[config.mk]
export PLATFORM = sky130hd
export DESIGN_NAME = mem_stage
export DESIGN_NICKNAME = d
export VERILOG_FILES = /design/src/rtl/mem_stage_pkg.sv /design/src/rtl/mem_wait_counter.sv /design/src/rtl/mem_stage.sv
export SDC_FILE = /design/constraint.sdc
export NUM_CORES = 1
export LEC_CHECK = 0
export CAP_MARGIN = 20
export CORE_ASPECT_RATIO = 0.8
export CORE_UTILIZATION = 39
export DETAILED_ROUTE_END_ITERATION = 8
export PLACE_DENSITY = 0.85
export SLEW_MARGIN = 5
export SYNTH_ARGS = -nofsm -noshare
export SYNTH_HDL_FRONTEND = slang
export SYNTH_SLANG_ARGS = --single-unit
export TNS_END_PERCENT = 10
[constraint.sdc]
create_clock -name clk -period 4.1 [get_ports clk]
set_input_delay 0.615 -clock clk [delete_from_list [all_inputs] [get_ports clk]]
set_output_delay 0.615 -clock clk [all_outputs]
set_load 0.05 [all_outputs]
[src/rtl/mem_stage_pkg.sv]
// Shared types and defaults for the memory-stage controller.
package mem_stage_pkg;

  typedef enum logic {
    IDLE = 1'b0,
    BUSY = 1'b1
  } state_e;

  typedef enum logic [2:0] {
    ERR_NONE     = 3'd0,
    ERR_MISALIGN = 3'd1,
    ERR_CONFLICT = 3'd2,
    ERR_MEM      = 3'd3,
    ERR_TIMEOUT  = 3'd4
  } err_cause_e;

  localparam int DEF_TIMEOUT = 20;
  localparam int DEF_CNT_W   = 5;

endpackage

[src/rtl/mem_wait_counter.sv]
// Wait-cycle counter for the BUSY state; tc flags the last allowed wait cycle.
module mem_wait_counter
  import mem_stage_pkg::*;
#(
  parameter int TIMEOUT = DEF_TIMEOUT,
  parameter int CNT_W   = DEF_CNT_W
) (
  input  logic clk,
  input  logic rst,
  input  logic clr,
  input  logic en,
  output logic tc
);

  logic [CNT_W-1:0] cnt;

  // NOTE: sequential state is always updated with non-blocking assignments so
  // every flop samples pre-edge values regardless of block ordering.
  always_ff @(posedge clk) begin
    if (rst || clr) cnt <= '0;
    else if (en)    cnt <= cnt + CNT_W'(1);
  end

  assign tc = (cnt == CNT_W'(TIMEOUT - 1));

endmodule

[src/rtl/mem_stage.sv]
// Memory-stage controller: issues one handshaked access per instruction,
// stalls the pipeline while the memory is busy and flags misalign/error/timeout.
module mem_stage
  import mem_stage_pkg::*;
#(
  parameter int TIMEOUT = DEF_TIMEOUT,
  parameter int CNT_W   = DEF_CNT_W
) (
  input  logic        clk,
  input  logic        rst,
  input  logic        validM,
  input  logic        memReadM,
  input  logic        memWriteM,
  input  logic [15:0] aluFinalM,
  input  logic [15:0] wrtDataM,
  output logic [15:0] memAddr,
  output logic [15:0] memDataIn,
  output logic        memRd,
  output logic        memWr,
  input  logic [15:0] memDataOut,
  input  logic        memDone,
  input  logic        memErr,
  output logic [15:0] memOutM,
  output logic        stallM,
  output logic        doneM,
  output logic        errM
);

  state_e      state, next_state;
  err_cause_e  cause;
  logic [15:0] rd_hold;
  logic        rd_done;
  logic        access;
  logic        timeout_tc;

  assign memAddr   = aluFinalM;
  assign memDataIn = wrtDataM;
  assign access    = validM & (memReadM | memWriteM);

  mem_wait_counter #(
    .TIMEOUT (TIMEOUT),
    .CNT_W   (CNT_W)
  ) u_wait_counter (
    .clk (clk),
    .rst (rst),
    .clr (state == IDLE),
    .en  (state == BUSY),
    .tc  (timeout_tc)
  );

  // NOTE: every signal driven here gets a default first so no path leaves it
  // unassigned, which would otherwise infer a latch.
  always_comb begin
    next_state = state;
    cause      = ERR_NONE;
    memRd      = 1'b0;
    memWr      = 1'b0;
    stallM     = 1'b0;
    doneM      = 1'b0;
    rd_done    = 1'b0;
    case (state)
      IDLE: begin
        if (!access) begin
          doneM = validM;
        end else if (memReadM && memWriteM) begin
          cause = ERR_CONFLICT;
        end else if (aluFinalM[0]) begin
          cause = ERR_MISALIGN;
        end else begin
          memRd = memReadM;
          memWr = memWriteM;
          if (memErr) begin
            cause = ERR_MEM;
          end else if (memDone) begin
            doneM   = 1'b1;
            rd_done = memReadM;
          end else begin
            stallM     = 1'b1;
            next_state = BUSY;
          end
        end
      end
      BUSY: begin
        // Inputs are frozen by stallM, so memReadM still describes the pending access.
        next_state = IDLE;
        if (memErr) begin
          cause = ERR_MEM;
        end else if (memDone) begin
          doneM   = 1'b1;
          rd_done = memReadM;
        end else if (timeout_tc) begin
          cause = ERR_TIMEOUT;
        end else begin
          stallM     = 1'b1;
          next_state = BUSY;
        end
      end
      default: next_state = IDLE;
    endcase
  end

  assign errM    = (cause != ERR_NONE);
  assign memOutM = rd_done ? memDataOut : rd_hold;

  always_ff @(posedge clk) begin
    if (rst) begin
      state   <= IDLE;
      rd_hold <= '0;
    end else begin
      state <= next_state;
      if (rd_done) rd_hold <= memDataOut;
    end
  end

endmodule

==> results <==
-- worst register-to-register path: cells and delay by family, from the launching register on --
family	cells	cell delay, ns
flops	1	0.53
compound gates	1	0.76
mux	1	0.28
-- routing by layer --
layer  vias to the layer above  global-route usage
li1                        537                   -
met1                       488               0.166
met2                        33               0.211
met3                         6              0.0510
met4                         0              0.0247
met5                         -                   0
-- cells in the mapped netlist --
cell,count,area share
nand2b_1,35,0.14
buf_4,33,0.15
dfxtp_1,22,0.27
mux2i_1,16,0.10
mux2_4,10,0.093
mux2_2,6,0.042
nor2_1,6,0.014
buf_6,3,0.021
clkbuf_1,3,0.0070
inv_1,3,0.0070
nand2_1,3,0.0070
nor4b_1,3,0.016
xor2_1,3,0.016
nand3_1,2,0.0062
a21oi_1,1,0.0031
a31o_2,1,0.0055
a32oi_1,1,0.0055
and2b_1,1,0.0047
buf_2,1,0.0031
buf_8,1,0.0093
ha_1,1,0.0078
nand4bb_1,1,0.0070
nor3_1,1,0.0031
nor3b_4,1,0.012
o211a_1,1,0.0062
o211ai_4,1,0.013
o22a_1,1,0.0055
o22ai_1,1,0.0039
o311ai_0,1,0.0055
or4_1,1,0.0047
xnor2_1,1,0.0055
-- flip-flops by register name (all words and copies together), names as in the netlist --
signal              cells
rd_hold                16
u_wait_counter.cnt      5
state                   1
-- worst max-delay path by stage --
| stage | from | endpoint | slack (ns) | cells past startpoint |
|---|---|---|---|---|
| 2_1_floorplan | memWriteM | doneM | 0.75 | 3 |
| 3_3_place_gp | memWriteM | memOutM[3] | 0.60 | 6 |
| 5_1_grt | memWriteM | memOutM[4] | 0.48 | 6 |
| 6_report | memWriteM | memOutM[0] | 0.55 | 6 |
| 4_1_cts | memWriteM | memOutM[0] | 0.55 | 6 |
| 3_5_place_dp | memWriteM | memOutM[3] | 0.55 | 6 |
-- logic make-up (layout without fill, tap and decap cells) --
kind of cell | Yosys count | after routing | synth area share
buffers and inverters | 44 | 52 | 0.202
AO/OA/AOI/OAI | 8 | 8 | 0.0483
multiplexers | 32 | 32 | 0.235
adder cells (fa/ha/maj) | 1 | 1 | 0.00779
XOR/XNOR | 4 | 4 | 0.0218
flip-flops | 22 | 22 | 0.274
AND/OR/NAND/NOR | 54 | 54 | 0.211
-- power groups by stage --
stage          combinational, mW  clock [mW]  sequential, mW
2_1_floorplan              0.132           0           0.221
3_3_place_gp              0.0859           0           0.221
3_5_place_dp              0.0871           0           0.221
4_1_cts                   0.0875       0.133           0.216
5_1_grt                   0.0925       0.144           0.216
6_report                  0.0868       0.127           0.216
-- layout make-up --
type                       instances  area share
timing repair buffer              46       0.246
multi-input combinational         99       0.452
clock buffer                       3      0.0222
sequential                        22       0.237
tap                               55      0.0370
inverter                           3     0.00605
==> flow_summary.ini <==
[run_status]
status = complete, no violations

[finish]
final_common_cell = clkdlybuf4s50_1
syn2layout_area_growth_pct = 15.9
final_area_um2 = 1860
final-seq-area_um2 = 440
final_cell_mix = clkdlybuf4s50_1, nand2b_1, dfxtp_1
finalNonFillerCells = 228
layout-drive-gt1-share = 0.133
multi_input_area_um2 = 842
nets = 231
postLayoutCoreUtil = 0.480
fillCellCount = 365
diodes = 0

[sta]
whs_ns = 0.458
finalClockSkew_ns = 0.00260
drv_slew = 0
min_period_ns = 3.55
setup_ws_ns = 0.548
setup_viol = 0
post-route-period-util = 0.866
rsz0062_at_grt = no
fmax_mhz = 282
hold_viol_final = 0
slew_headroom = 0.438
tightest_slew_ns = 0.841
finalSetupTns_ns = 0

[clock_tree]
clk_pin_slew_ns = 0.07
htreeDepth = 1
tritoncts_num_sinks = 22
clk-insertion-delay-late_ns = 0.25
cts_setup_buffers = 0
holdBufCountCts = 0
cts_tree = done
cts_resized = 0
clk_path_buf_depth = 2
cts-root-buf = clkbuf_8
numCtsBuffers = 3

[logic_synthesis]
synthCells = 165
synth.avg_cell_area_um2 = 9.74
synth_nets = 221
netlist_area_um2 = 1610
yosysWarnings = 0
ys_types = 31
yosysSeqAreaShare = 0.274
synth_seq_cells = 22

[worst_hold_path]
hold_class = reg2reg
whs_endpoint = u_wait_counter.cnt[0]
min-delay-start = u_wait_counter.cnt[0]
whs_path_depth = 1

[pwr]
pwr-share-comb = 0.202
vdd_ir_drop_max_uv = 192
power_frac_clock = 0.295
p_leak_nw = 0.691
powerDensity_nw_per_um2 = 231
p_int_mw = 0.325
p_sw_mw = 0.105
power_frac_seq = 0.503
swShare = 0.245
p_total_mw = 0.430

[global_routing]
antenna_found_initial = 0
grt_max_degree = 35
grt_use_total = 0.131
grt_pass1_wl_um = 4490
gr-total-overflow = 0
grt_pass1_vias = 978

[critical_path]
path_cells = clkdlybuf4s50_1, nor3b_4, o211ai_4, buf_4, mux2_2, clkdlybuf4s50_1
slowest_stage = clkdlybuf4s50_1
critPathLaunchType = input pin
crit_buf_inv = 3
critPathMostFrequentCell = clkdlybuf4s50_1
slowest_delay_ns = 0.70
cp.arrival_ns = 2.94
worstPathRequired_ns = 3.48
path_class = in2out
regToRegEndpoint = rd_hold[2]
r2r-start = state
cp_max_fo = 16
ff2ff_path_depth = 2
reg2reg_slack_ns = 2.45
end_kind = output pin
crit_family = buffers and inverters

[routing]
route.detailed.drc = 0
num_vias = 1064
wire_per_inst_um = 11.9
final_antenna_net_count = 0
routed.top_layer = met4
via_per_inst = 4.67
drt_iter0_drc = 46
wl_met3_um = 184
dr.pass1.iters = 4
wl_met2_um = 1210
wirelength_um = 2720
wl_met1_um = 1310

[place]
dp_cells = 225
preCtsSetupSlack_ns = 0.555
numPortBuffers = 45
post-dp-hpwl_um = 1970
dpl_cell_area_um2 = 1820
routabilityCongestion = 0.827

[flow_run]
maxCapViolCount = 0

[die]
ios = 108
fp.coreArea_um2 = 3880
fp.dieW_um = 73.8
initial_core_util = 0.414
dieArea_um2 = 4380
rows = 20
die_h_um = 59.4
Power figures use the tool's default switching activity.
